==> src/rtl/harvos_mem_pkg.sv <==
// Shared encodings for the PTW/LSU data-memory arbiter and related D-side blocks.
package harvos_mem_pkg;

    typedef enum logic [2:0] {
        ARB_IDLE  = 3'd0,
        ARB_ISSUE = 3'd1,
        ARB_WAIT  = 3'd2,
        ARB_RESP  = 3'd3,
        ARB_DRAIN = 3'd4
    } arb_state_e;

    typedef enum logic {
        OWN_PTW = 1'b0,
        OWN_LSU = 1'b1
    } owner_e;

    localparam int TMO_W = 16;

    // Request fields captured at grant; drives the bus address phase.
    typedef struct packed {
        logic [31:0] addr;
        logic        we;
        logic [31:0] wdata;
        logic [3:0]  wstrb;
    } mem_req_t;

endpackage

==> src/rtl/ptw_mem_arbiter_if.sv <==
// D-side memory bus: one outstanding request, address-phase grant, single-beat response.
interface ptw_mem_arbiter_if;
    logic        mem_req;
    logic [31:0] mem_addr;
    logic        mem_we;
    logic [31:0] mem_wdata;
    logic [3:0]  mem_wstrb;
    logic        mem_gnt;
    logic        mem_rvalid;
    logic [31:0] mem_rdata;
    logic        mem_err;

    modport master (
        output mem_req, mem_addr, mem_we, mem_wdata, mem_wstrb,
        input  mem_gnt, mem_rvalid, mem_rdata, mem_err
    );

    modport slave (
        input  mem_req, mem_addr, mem_we, mem_wdata, mem_wstrb,
        output mem_gnt, mem_rvalid, mem_rdata, mem_err
    );
endinterface

==> src/rtl/pt_window_check.sv <==
// Page-table window check: flags PTE addresses outside [base, limit] or not word aligned.
module pt_window_check (
    input  logic [31:0] addr,
    input  logic [31:0] base,
    input  logic [31:0] limit,
    output logic        fault
);
    assign fault = (addr < base) || (addr > limit) || (addr[1:0] != 2'b00);
endmodule

==> src/rtl/ptw_mem_arbiter.sv <==
// Shares the data-memory port between the Sv32 PTW and the LSU, one transaction in flight,
// PTW priority bounded by an LSU starvation counter.
module ptw_mem_arbiter
    import harvos_mem_pkg::*;
#(
    parameter logic [31:0] PT_BASE      = 32'h0010_0000,
    parameter logic [31:0] PT_END       = 32'h001F_FFFF,
    parameter int          STARVE_LIMIT = 8,
    parameter int          TIMEOUT      = 1024
) (
    input  logic        clk,
    input  logic        rst,

    input  logic        ptw_req,
    input  logic [31:0] ptw_addr,
    output logic [31:0] ptw_rdata,
    output logic        ptw_rvalid,
    output logic        ptw_fault,

    input  logic        lsu_req,
    input  logic [31:0] lsu_addr,
    input  logic        lsu_we,
    input  logic [31:0] lsu_wdata,
    input  logic [3:0]  lsu_wstrb,
    output logic [31:0] lsu_rdata,
    output logic        lsu_rvalid,
    output logic        lsu_err,

    ptw_mem_arbiter_if.master bus
);

    localparam int              SC_W     = $clog2(STARVE_LIMIT + 1);
    localparam logic [SC_W-1:0] SC_MAX   = SC_W'(STARVE_LIMIT);
    localparam logic [TMO_W-1:0] TMO_LAST = TMO_W'(TIMEOUT - 1);

    arb_state_e      state_q, state_d;
    owner_e          owner_q, owner_d;
    mem_req_t        req_q, req_d;
    logic            mem_req_q, mem_req_d;
    logic            ptw_rvalid_q, ptw_rvalid_d, ptw_fault_q, ptw_fault_d;
    logic [31:0]     ptw_rdata_q, ptw_rdata_d;
    logic            lsu_rvalid_q, lsu_rvalid_d, lsu_err_q, lsu_err_d;
    logic [31:0]     lsu_rdata_q, lsu_rdata_d;
    logic [SC_W-1:0] starve_cnt, starve_cnt_d;
    logic [TMO_W-1:0] tmo_cnt, tmo_cnt_d;
    logic            win_fault, grant_lsu, grant_ptw;
    logic            rsp_err;
    logic [31:0]     rsp_data;

    pt_window_check u_win (
        .addr  (ptw_addr),
        .base  (PT_BASE),
        .limit (PT_END),
        .fault (win_fault)
    );

    assign grant_lsu = lsu_req && (!ptw_req || starve_cnt == SC_MAX);
    assign grant_ptw = ptw_req && !grant_lsu;

    always_comb begin
        state_d      = state_q;
        owner_d      = owner_q;
        req_d        = req_q;
        mem_req_d    = 1'b0;
        ptw_rvalid_d = 1'b0;
        ptw_fault_d  = 1'b0;
        ptw_rdata_d  = '0;
        lsu_rvalid_d = 1'b0;
        lsu_err_d    = 1'b0;
        lsu_rdata_d  = '0;
        starve_cnt_d = lsu_req ? starve_cnt : '0;
        tmo_cnt_d    = tmo_cnt;
        rsp_err      = 1'b0;
        rsp_data     = '0;

        case (state_q)
            ARB_IDLE: begin
                if (grant_lsu) begin
                    owner_d      = OWN_LSU;
                    req_d        = '{addr: lsu_addr, we: lsu_we, wdata: lsu_wdata, wstrb: lsu_wstrb};
                    mem_req_d    = 1'b1;
                    starve_cnt_d = '0;
                    state_d      = ARB_ISSUE;
                end else if (grant_ptw) begin
                    owner_d = OWN_PTW;
                    req_d   = '{addr: ptw_addr, we: 1'b0, wdata: '0, wstrb: '0};
                    if (lsu_req && starve_cnt != SC_MAX)
                        starve_cnt_d = starve_cnt + SC_W'(1);
                    // Out-of-window PTEs never reach the bus.
                    if (win_fault) begin
                        ptw_rvalid_d = 1'b1;
                        ptw_fault_d  = 1'b1;
                        state_d      = ARB_RESP;
                    end else begin
                        mem_req_d = 1'b1;
                        state_d   = ARB_ISSUE;
                    end
                end
            end
            ARB_ISSUE: begin
                if (bus.mem_gnt) begin
                    tmo_cnt_d = '0;
                    state_d   = ARB_WAIT;
                end else begin
                    mem_req_d = 1'b1;
                end
            end
            ARB_WAIT: begin
                if (bus.mem_rvalid || tmo_cnt == TMO_LAST) begin
                    // A real response wins over a timeout landing in the same cycle.
                    state_d  = bus.mem_rvalid ? ARB_RESP : ARB_DRAIN;
                    rsp_err  = bus.mem_rvalid ? bus.mem_err : 1'b1;
                    rsp_data = bus.mem_rvalid ? bus.mem_rdata : '0;
                    if (owner_q == OWN_PTW) begin
                        ptw_rvalid_d = 1'b1;
                        ptw_fault_d  = rsp_err;
                        ptw_rdata_d  = rsp_data;
                    end else begin
                        lsu_rvalid_d = 1'b1;
                        lsu_err_d    = rsp_err;
                        lsu_rdata_d  = rsp_data;
                    end
                end else begin
                    tmo_cnt_d = tmo_cnt + TMO_W'(1);
                end
            end
            ARB_RESP:  state_d = ARB_IDLE;
            ARB_DRAIN: if (bus.mem_rvalid) state_d = ARB_IDLE;
            default:   state_d = ARB_IDLE;
        endcase
    end

    always_ff @(posedge clk) begin
        if (rst) begin
            state_q      <= ARB_IDLE;
            owner_q      <= OWN_PTW;
            req_q        <= '0;
            mem_req_q    <= 1'b0;
            ptw_rvalid_q <= 1'b0;
            ptw_fault_q  <= 1'b0;
            ptw_rdata_q  <= '0;
            lsu_rvalid_q <= 1'b0;
            lsu_err_q    <= 1'b0;
            lsu_rdata_q  <= '0;
            starve_cnt   <= '0;
            tmo_cnt      <= '0;
        end else begin
            state_q      <= state_d;
            owner_q      <= owner_d;
            req_q        <= req_d;
            mem_req_q    <= mem_req_d;
            ptw_rvalid_q <= ptw_rvalid_d;
            ptw_fault_q  <= ptw_fault_d;
            ptw_rdata_q  <= ptw_rdata_d;
            lsu_rvalid_q <= lsu_rvalid_d;
            lsu_err_q    <= lsu_err_d;
            lsu_rdata_q  <= lsu_rdata_d;
            starve_cnt   <= starve_cnt_d;
            tmo_cnt      <= tmo_cnt_d;
        end
    end

    assign bus.mem_req   = mem_req_q;
    assign bus.mem_addr  = req_q.addr;
    assign bus.mem_we    = req_q.we;
    assign bus.mem_wdata = req_q.wdata;
    assign bus.mem_wstrb = req_q.wstrb;

    assign ptw_rvalid = ptw_rvalid_q;
    assign ptw_fault  = ptw_fault_q;
    assign ptw_rdata  = ptw_rdata_q;
    assign lsu_rvalid = lsu_rvalid_q;
    assign lsu_err    = lsu_err_q;
    assign lsu_rdata  = lsu_rdata_q;

endmodule
==> src/flat_wrapper.sv <==
// flat-port wrapper written by rule: the top's interface ports become plain ports
module ptw_mem_arbiter_flat import harvos_mem_pkg::*;
#(
    parameter logic [31:0] PT_BASE      = 32'h0010_0000,
    parameter logic [31:0] PT_END       = 32'h001F_FFFF,
    parameter int          STARVE_LIMIT = 8,
    parameter int          TIMEOUT      = 1024
)
  (clk, rst, ptw_req, ptw_addr, ptw_rdata, ptw_rvalid, ptw_fault, lsu_req, lsu_addr, lsu_we, lsu_wdata, lsu_wstrb, lsu_rdata, lsu_rvalid, lsu_err, bus_mem_req, bus_mem_addr, bus_mem_we, bus_mem_wdata, bus_mem_wstrb, bus_mem_gnt, bus_mem_rvalid, bus_mem_rdata, bus_mem_err);
  ptw_mem_arbiter_if bus_i ();
  input  logic clk;
  input  logic rst;
  input  logic ptw_req;
  input  logic [31:0] ptw_addr;
  output logic [31:0] ptw_rdata;
  output logic ptw_rvalid;
  output logic ptw_fault;
  input  logic lsu_req;
  input  logic [31:0] lsu_addr;
  input  logic lsu_we;
  input  logic [31:0] lsu_wdata;
  input  logic [3:0] lsu_wstrb;
  output logic [31:0] lsu_rdata;
  output logic lsu_rvalid;
  output logic lsu_err;
  output wire logic [$bits(bus_i.mem_req)-1:0] bus_mem_req;
  output wire logic [$bits(bus_i.mem_addr)-1:0] bus_mem_addr;
  output wire logic [$bits(bus_i.mem_we)-1:0] bus_mem_we;
  output wire logic [$bits(bus_i.mem_wdata)-1:0] bus_mem_wdata;
  output wire logic [$bits(bus_i.mem_wstrb)-1:0] bus_mem_wstrb;
  input wire logic [$bits(bus_i.mem_gnt)-1:0] bus_mem_gnt;
  input wire logic [$bits(bus_i.mem_rvalid)-1:0] bus_mem_rvalid;
  input wire logic [$bits(bus_i.mem_rdata)-1:0] bus_mem_rdata;
  input wire logic [$bits(bus_i.mem_err)-1:0] bus_mem_err;
  assign bus_mem_req = bus_i.mem_req;
  assign bus_mem_addr = bus_i.mem_addr;
  assign bus_mem_we = bus_i.mem_we;
  assign bus_mem_wdata = bus_i.mem_wdata;
  assign bus_mem_wstrb = bus_i.mem_wstrb;
  assign bus_i.mem_gnt = bus_mem_gnt;
  assign bus_i.mem_rvalid = bus_mem_rvalid;
  assign bus_i.mem_rdata = bus_mem_rdata;
  assign bus_i.mem_err = bus_mem_err;
  ptw_mem_arbiter #(.PT_BASE(PT_BASE), .PT_END(PT_END), .STARVE_LIMIT(STARVE_LIMIT), .TIMEOUT(TIMEOUT)) u_core (.clk(clk), .rst(rst), .ptw_req(ptw_req), .ptw_addr(ptw_addr), .ptw_rdata(ptw_rdata), .ptw_rvalid(ptw_rvalid), .ptw_fault(ptw_fault), .lsu_req(lsu_req), .lsu_addr(lsu_addr), .lsu_we(lsu_we), .lsu_wdata(lsu_wdata), .lsu_wstrb(lsu_wstrb), .lsu_rdata(lsu_rdata), .lsu_rvalid(lsu_rvalid), .lsu_err(lsu_err), .bus(bus_i));
endmodule
==> config.mk <==
export PLATFORM = sky130hd
export DESIGN_NAME = ptw_mem_arbiter_flat
export DESIGN_NICKNAME = d
export VERILOG_FILES = /design/src/rtl/harvos_mem_pkg.sv /design/src/rtl/ptw_mem_arbiter_if.sv /design/src/rtl/pt_window_check.sv /design/src/rtl/ptw_mem_arbiter.sv /design/src/flat_wrapper.sv
export SDC_FILE = /design/constraint.sdc
export NUM_CORES = 1
export LEC_CHECK = 0
export ABC_CLOCK_PERIOD_IN_PS = 2000
export CAP_MARGIN = 20
export CORE_UTILIZATION = 35
export DETAILED_ROUTE_END_ITERATION = 10
export PLACE_DENSITY = 0.82
export SLEW_MARGIN = 10
export SYNTH_ARGS = -nofsm -noshare
export SYNTH_HDL_FRONTEND = slang
export SYNTH_SLANG_ARGS = --single-unit
==> constraint.sdc <==
create_clock -name clk -period 2 [get_ports clk]
set_input_delay 0.3 -clock clk [delete_from_list [all_inputs] [get_ports clk]]
set_output_delay 0.3 -clock clk [all_outputs]
set_load 0.05 [all_outputs]
# Word-level counts from Yosys, hierarchy flattened
# Cells that the tools add are included.
# totals
out_inout_bits,138
wordCells,89
inputBits,140
register_bits,162
# classes
n_eq_ne,11
order_cmp,2
add_sub_neg,2
n_reduce_logical,19
muxes,37
n_bitwise,3
# ops
cell,n
2-to-1 mux 69 bit,2
> comparator 32 x 21 -> 1 bit (second input constant),1
< comparator 32 x 21 -> 1 bit (second input constant),1
2-to-1 mux 16 bit,2
2-to-1 mux 32 bit,1
case mux 16 bit (2 select lines),1
2-to-1 mux 4 bit,5
2-to-1 mux 3 bit,6
adder 16 x 1 -> 16 bit (second input constant),1
== test 16 x 10 -> 1 bit (second input constant),1
2-to-1 mux 1 bit,15
case mux 3 bit (4 select lines),1
OR reduction 4 bit,2
inequality test 2 bit (second input constant),3
case mux 1 bit (2 select lines),3
nonzero test 2 bit,3
adder 4 x 1 -> 4 bit (second input constant),1
== test 4 bit (second input constant),1
logical OR 1 bit,4
inequality test 4 bit (second input constant),1
AND reduction 4 bit,1
== test 3 x 1 -> 1 bit (second input constant),1
== test 3 x 2 -> 1 bit (second input constant),1
== test 3 bit (second input constant),1
10 further kinds,15

# Logic depth before layout (Yosys ltp)
# logic_depth
word_depth,8
mapped_depth,8
depth_no_buf,6

# Modules after synthesis
# From an unflattened synthesis, not the netlist that was laid out.
# unflattened
hier_cells,824
hier_area_um2,7319.5
# modules_own_cells
module,seq_area_each_um2,area_per_inst_um2,instances,cells_per_inst
ptw_mem_arbiter,3243.1,5700.5,1,592
pt_window_check,0.0,1619.1,1,232

# Worst setup path after synthesis
# Ideal clock, no wire load.
# synth_path
path_type,register -> register
start,register u_core.tmo_cnt[0]
end,register u_core.tmo_cnt[8]
arrival_ns,1.583
setup_ns,0.135
synth_period_minus_slack_ns,1.718
stages_incl_launch_ff,8
path_buffers,2
slack_ns,0.282
required_ns,1.865
cell_sequence,dfxtp_1 -> ha_1 -> and3_1 -> and4_1 -> buf_2 -> buf_2 -> o311ai_0 -> o41ai_1
# synth_via
elab_chain_len,4
word_cells_on_any_way,7
classes_between,1 x add/sub; 2 x eq/ne; 2 x mux; 2 x reduce/logical
# synth_lines
element,line,source
from (decl),ptw_mem_arbiter.sv:45,"logic [TMO_W-1:0] tmo_cnt, tmo_cnt_d;"
from (signal assigned),ptw_mem_arbiter.sv:159,tmo_cnt <= tmo_cnt_d;
branches (longest 4 deep; another with adder 16 x 1 -> 16 bit),--,
# Several ways; the timed one is not identified. The select of a mux whose other input is x is not followed.
# A chain may end at the register's enable or synchronous reset.

# Worst setup path after layout
# layout_path
start,register u_core.req_q (netlist bit u_core.bus.mem_addr[23])
end,output port bus_mem_addr[23]
# layout_lines
element,line,source
from (decl),ptw_mem_arbiter.sv:38,"mem_req_t req_q, req_d;"
from (signal assigned),ptw_mem_arbiter.sv:150,req_q <= req_d;
to (decl),flat_wrapper.sv:27,output wire logic [$bits(bus_i.mem_addr)-1:0] bus_mem_addr;
# No word-level cell between the ends.

==> reports/summary.txt <==
Number of distinct library cells after synthesis = 48
Achievable Freq = 520 MHz
NetSw = 0.00282 W
WP data arrival = 1.62 ns
PD cells = 927 nW/um^2
Vias post-DR = 5404
Ys async rst share = 0%
Startpoint Class = flop
WP data required = 1.70 ns
Cell Area, Synth = 5920 sq um
VDD IR-drop max = 0.000575 V
Delay-heaviest family, CP = buffers and inverters
Status = finished, final reports clean
Post-synthesis sequential area ratio = 54.8%
Post-DP HPWL = 12.4 mm
GP Congestion = 0.836
Total Power = 0.00902 W
Die height = 132 um
CTS root buf = clkbuf_16
Port buffer count = 277
DRC violations left = 0
Tot GR Track Use = 19.5%
Clock Latency Late Sink = 0.42 ns
Maxcap violations = 0
Initial cell density of the core = 35.8%
Fraction of layout cells with a size suffix above 1 = 7.94%
WP buf/inv = 1
Initial antenna violation count = 0
Final Cycle Share = 96.1%
CP max FO = 2
Core area = 16500 sq um
YS warnings = 0
I/O pin total = 278
EDFF count, synth = 0
Final Critical Period = 1.92 ns
Slew @ Worst Pin = 0.979 ns
Hold Fails Final Rpt = 0
Hold WS = 0.302 ns
CTS max path bufs = 2
Sw frac = 31.3%
Final Util = 58.9%
Fin nets = 1024
Max-slew violation count = 0
Sink Count = 162
Lkg Pwr = 3.63 nW
Clk pin slew, worst setup/hold paths = 0.07 ns
Row count = 47
Vias in the first global route = 5251
Total grt overflow = 0
Int Pwr = 0.00620 W
Logic pwr share = 23.4%
# setup viols final = 0
Post-Synthesis Net Count = 742
1st-iter DRT viols = 310
Area grow syn2layout = 64.5%
Mapped Cells = 599
DR WL/cell = 15.1 um
Die width = 132 um
CTS tree = yes
Post-Route Skew = 0.0102 ns
Slowest-stage cell, CP = clkdlybuf4s50_1
Slew margin rel. = 34.5%
Syn_area_per_cell = 9.88 sq um
Worst Setup Path Type = reg2out
H-tree depth = 4
CTS Buf Count = 17
Pre-antenna DRT Iters = 5
Largest net degree at the start of global routing = 49
CP max stage delay = 0.83 ns
Via density per instance = 4.85
WL final = 16.8 mm
Seq pwr share = 39.2%
Top_reg_cell synth = dfxtp_1
Setup TNS = 0 ns
First-pass GRT wire length = 27.1 mm
Post-route ant nets = 0
Hold Crit Class = in2reg
Antenna Cells = 0
Crit. End Element = output port
Total Die Area = 17400 sq um
Clock Power Share = 37.4%
CP Cell Sequence = clkdlybuf4s50_1
Synth Register Bits = 162
RSZ-0062 raised after global routing = no
routing by layer:
| metal | part of all wire, % | vias up | GRT usage [%] |
|---|---|---|---|
| met2 | 50 | 178 | 33.1 |
| met5 | 0 | - | 0 |
| met4 | 2.7 | 0 | 8.33 |
| li1 | - | 2691 | - |
| met1 | 42 | 2501 | 22.9 |
| met3 | 5.5 | 34 | 5.81 |
cells in the mapped netlist (3+ instances only):
| master | number | area, sq um |
|---|---|---|
| nand4_1 | 5 | 31.3 |
| a2111o_1 | 6 | 67.6 |
| and4_1 | 5 | 43.8 |
| a211oi_1 | 34 | 255 |
| nor3_1 | 5 | 25.0 |
| mux2i_1 | 35 | 350 |
| and2_1 | 67 | 419 |
| a21oi_1 | 18 | 90.1 |
| inv_1 | 11 | 41.3 |
| o21ai_0 | 12 | 60.1 |
| nand3_1 | 8 | 40.0 |
| ha_1 | 3 | 37.5 |
| nor2b_1 | 3 | 18.8 |
| dfxtp_1 | 162 | 3240 |
| or4_1 | 4 | 30.0 |
| buf_4 | 3 | 22.5 |
| nor4_1 | 4 | 25.0 |
| clkbuf_1 | 30 | 113 |
| nor2_1 | 79 | 297 |
| or3_1 | 6 | 37.5 |
| nand2_1 | 22 | 82.6 |
| a22oi_1 | 37 | 278 |
| buf_2 | 10 | 50.1 |
placed cells by master, fill, tap and decap left out, drive strengths merged, types with 8 or more instances in the layout:
cell type	Yosys	layout
a211oi	34	34
a21oi	19	19
a22oi	37	37
and2	67	67
buf	13	30
clkbuf	30	18
clkdlybuf4s50	0	276
dfxtp	162	162
inv	11	18
mux2i	35	35
nand2	22	22
nand3	8	8
nor2	80	80
o21ai	13	13
cell families (layout without fill, tap and decap cells):
family          count (synthesis)  after routing  synth area share [%]
compound gates                125            125                  15.1
xor+xnor                        1              1                 0.148
fa+ha+maj                       3              3                 0.634
buf+inv                        54            349                  3.83
flops                         162            162                  54.8
mux                            35             35                  5.92
simple gates                  219            219                  19.5
metrics by stage:
| stage | setup slack [ns] | instances | area [sq um] |
|---|---|---|---|
| 5_1_grt | 0.0281 | 1114 | 9730 |
| 6_report | 0.0787 | 1114 | 9730 |
| 2_1_floorplan | 0.282 | 599 | 5920 |
| 4_1_cts | 0.0581 | 1114 | 9730 |
| 3_3_place_gp | -0.0726 | 1082 | 9100 |
| 3_5_place_dp | -0.164 | 1082 | 9100 |
timing repair:
| item | CTS | global route |
|---|---|---|
| hold buffers | 0 | 0 |
| resized for setup | 0 | 2 |
| buffers inserted | 0 | 0 |
| endpoints found under the setup margin | 0 | 65 |
path summary, 6_finish.rpt:
kind,startpoint,to,slack (ns),cells after the start
setup / recovery,u_core.bus.mem_addr[23],bus_mem_addr[23],0.08,1
hold / removal,rst,u_core.bus.mem_wdata[27],0.30,3
setup reg to reg,u_core.state_q[2],u_core.bus.mem_addr[9],0.17,5
hold reg to reg,u_core.tmo_cnt[3],u_core.tmo_cnt[3],0.49,2
sequential cells by signal, indices dropped and copies added (netlist names):
register and flops:
u_core.bus.mem_addr 32, u_core.bus.mem_req 1, u_core.bus.mem_wdata 32, u_core.bus.mem_we 1, u_core.bus.mem_wstrb 4, u_core.lsu_err 1
u_core.lsu_rdata 32, u_core.lsu_rvalid 1, u_core.owner_q 1, u_core.ptw_fault 1, u_core.ptw_rdata 32, u_core.ptw_rvalid 1
u_core.starve_cnt 4, u_core.state_q 3, u_core.tmo_cnt 16
power by group through the flow:
| stage | combinational [W] | sequential (W) | clock (W) |
|---|---|---|---|
| 2_1_floorplan | 0.000585 | 0.00424 | 0 |
| 5_1_grt | 0.00223 | 0.00357 | 0.00360 |
| 3_3_place_gp | 0.00209 | 0.00360 | 0 |
| 6_report | 0.00211 | 0.00354 | 0.00337 |
| 3_5_place_dp | 0.00211 | 0.00361 | 0 |
| 4_1_cts | 0.00212 | 0.00354 | 0.00344 |
area by class of cell:
| class | instances | area [sq um] |
|---|---|---|
| clock buffers | 18 | 429 |
| repair buffers | 306 | 3060 |
| multi-input cells | 383 | 2490 |
| flip-flops and latches | 162 | 3240 |
| inverters | 11 | 41.3 |
| clock inverters | 14 | 193 |
| well taps | 220 | 275 |
| fillers | 1373 | 6790 |
worst reg2reg max path, delay by kind of cell (launching register included):
kind,cells,cell delay [ns]
AOI/OAI and AO/OA,1,0.26
and+or+nand+nor,3,0.86
DFF,1,0.40
buffers and inverters,1,0.21
Note: power is estimated with default switching activity, not from simulation.
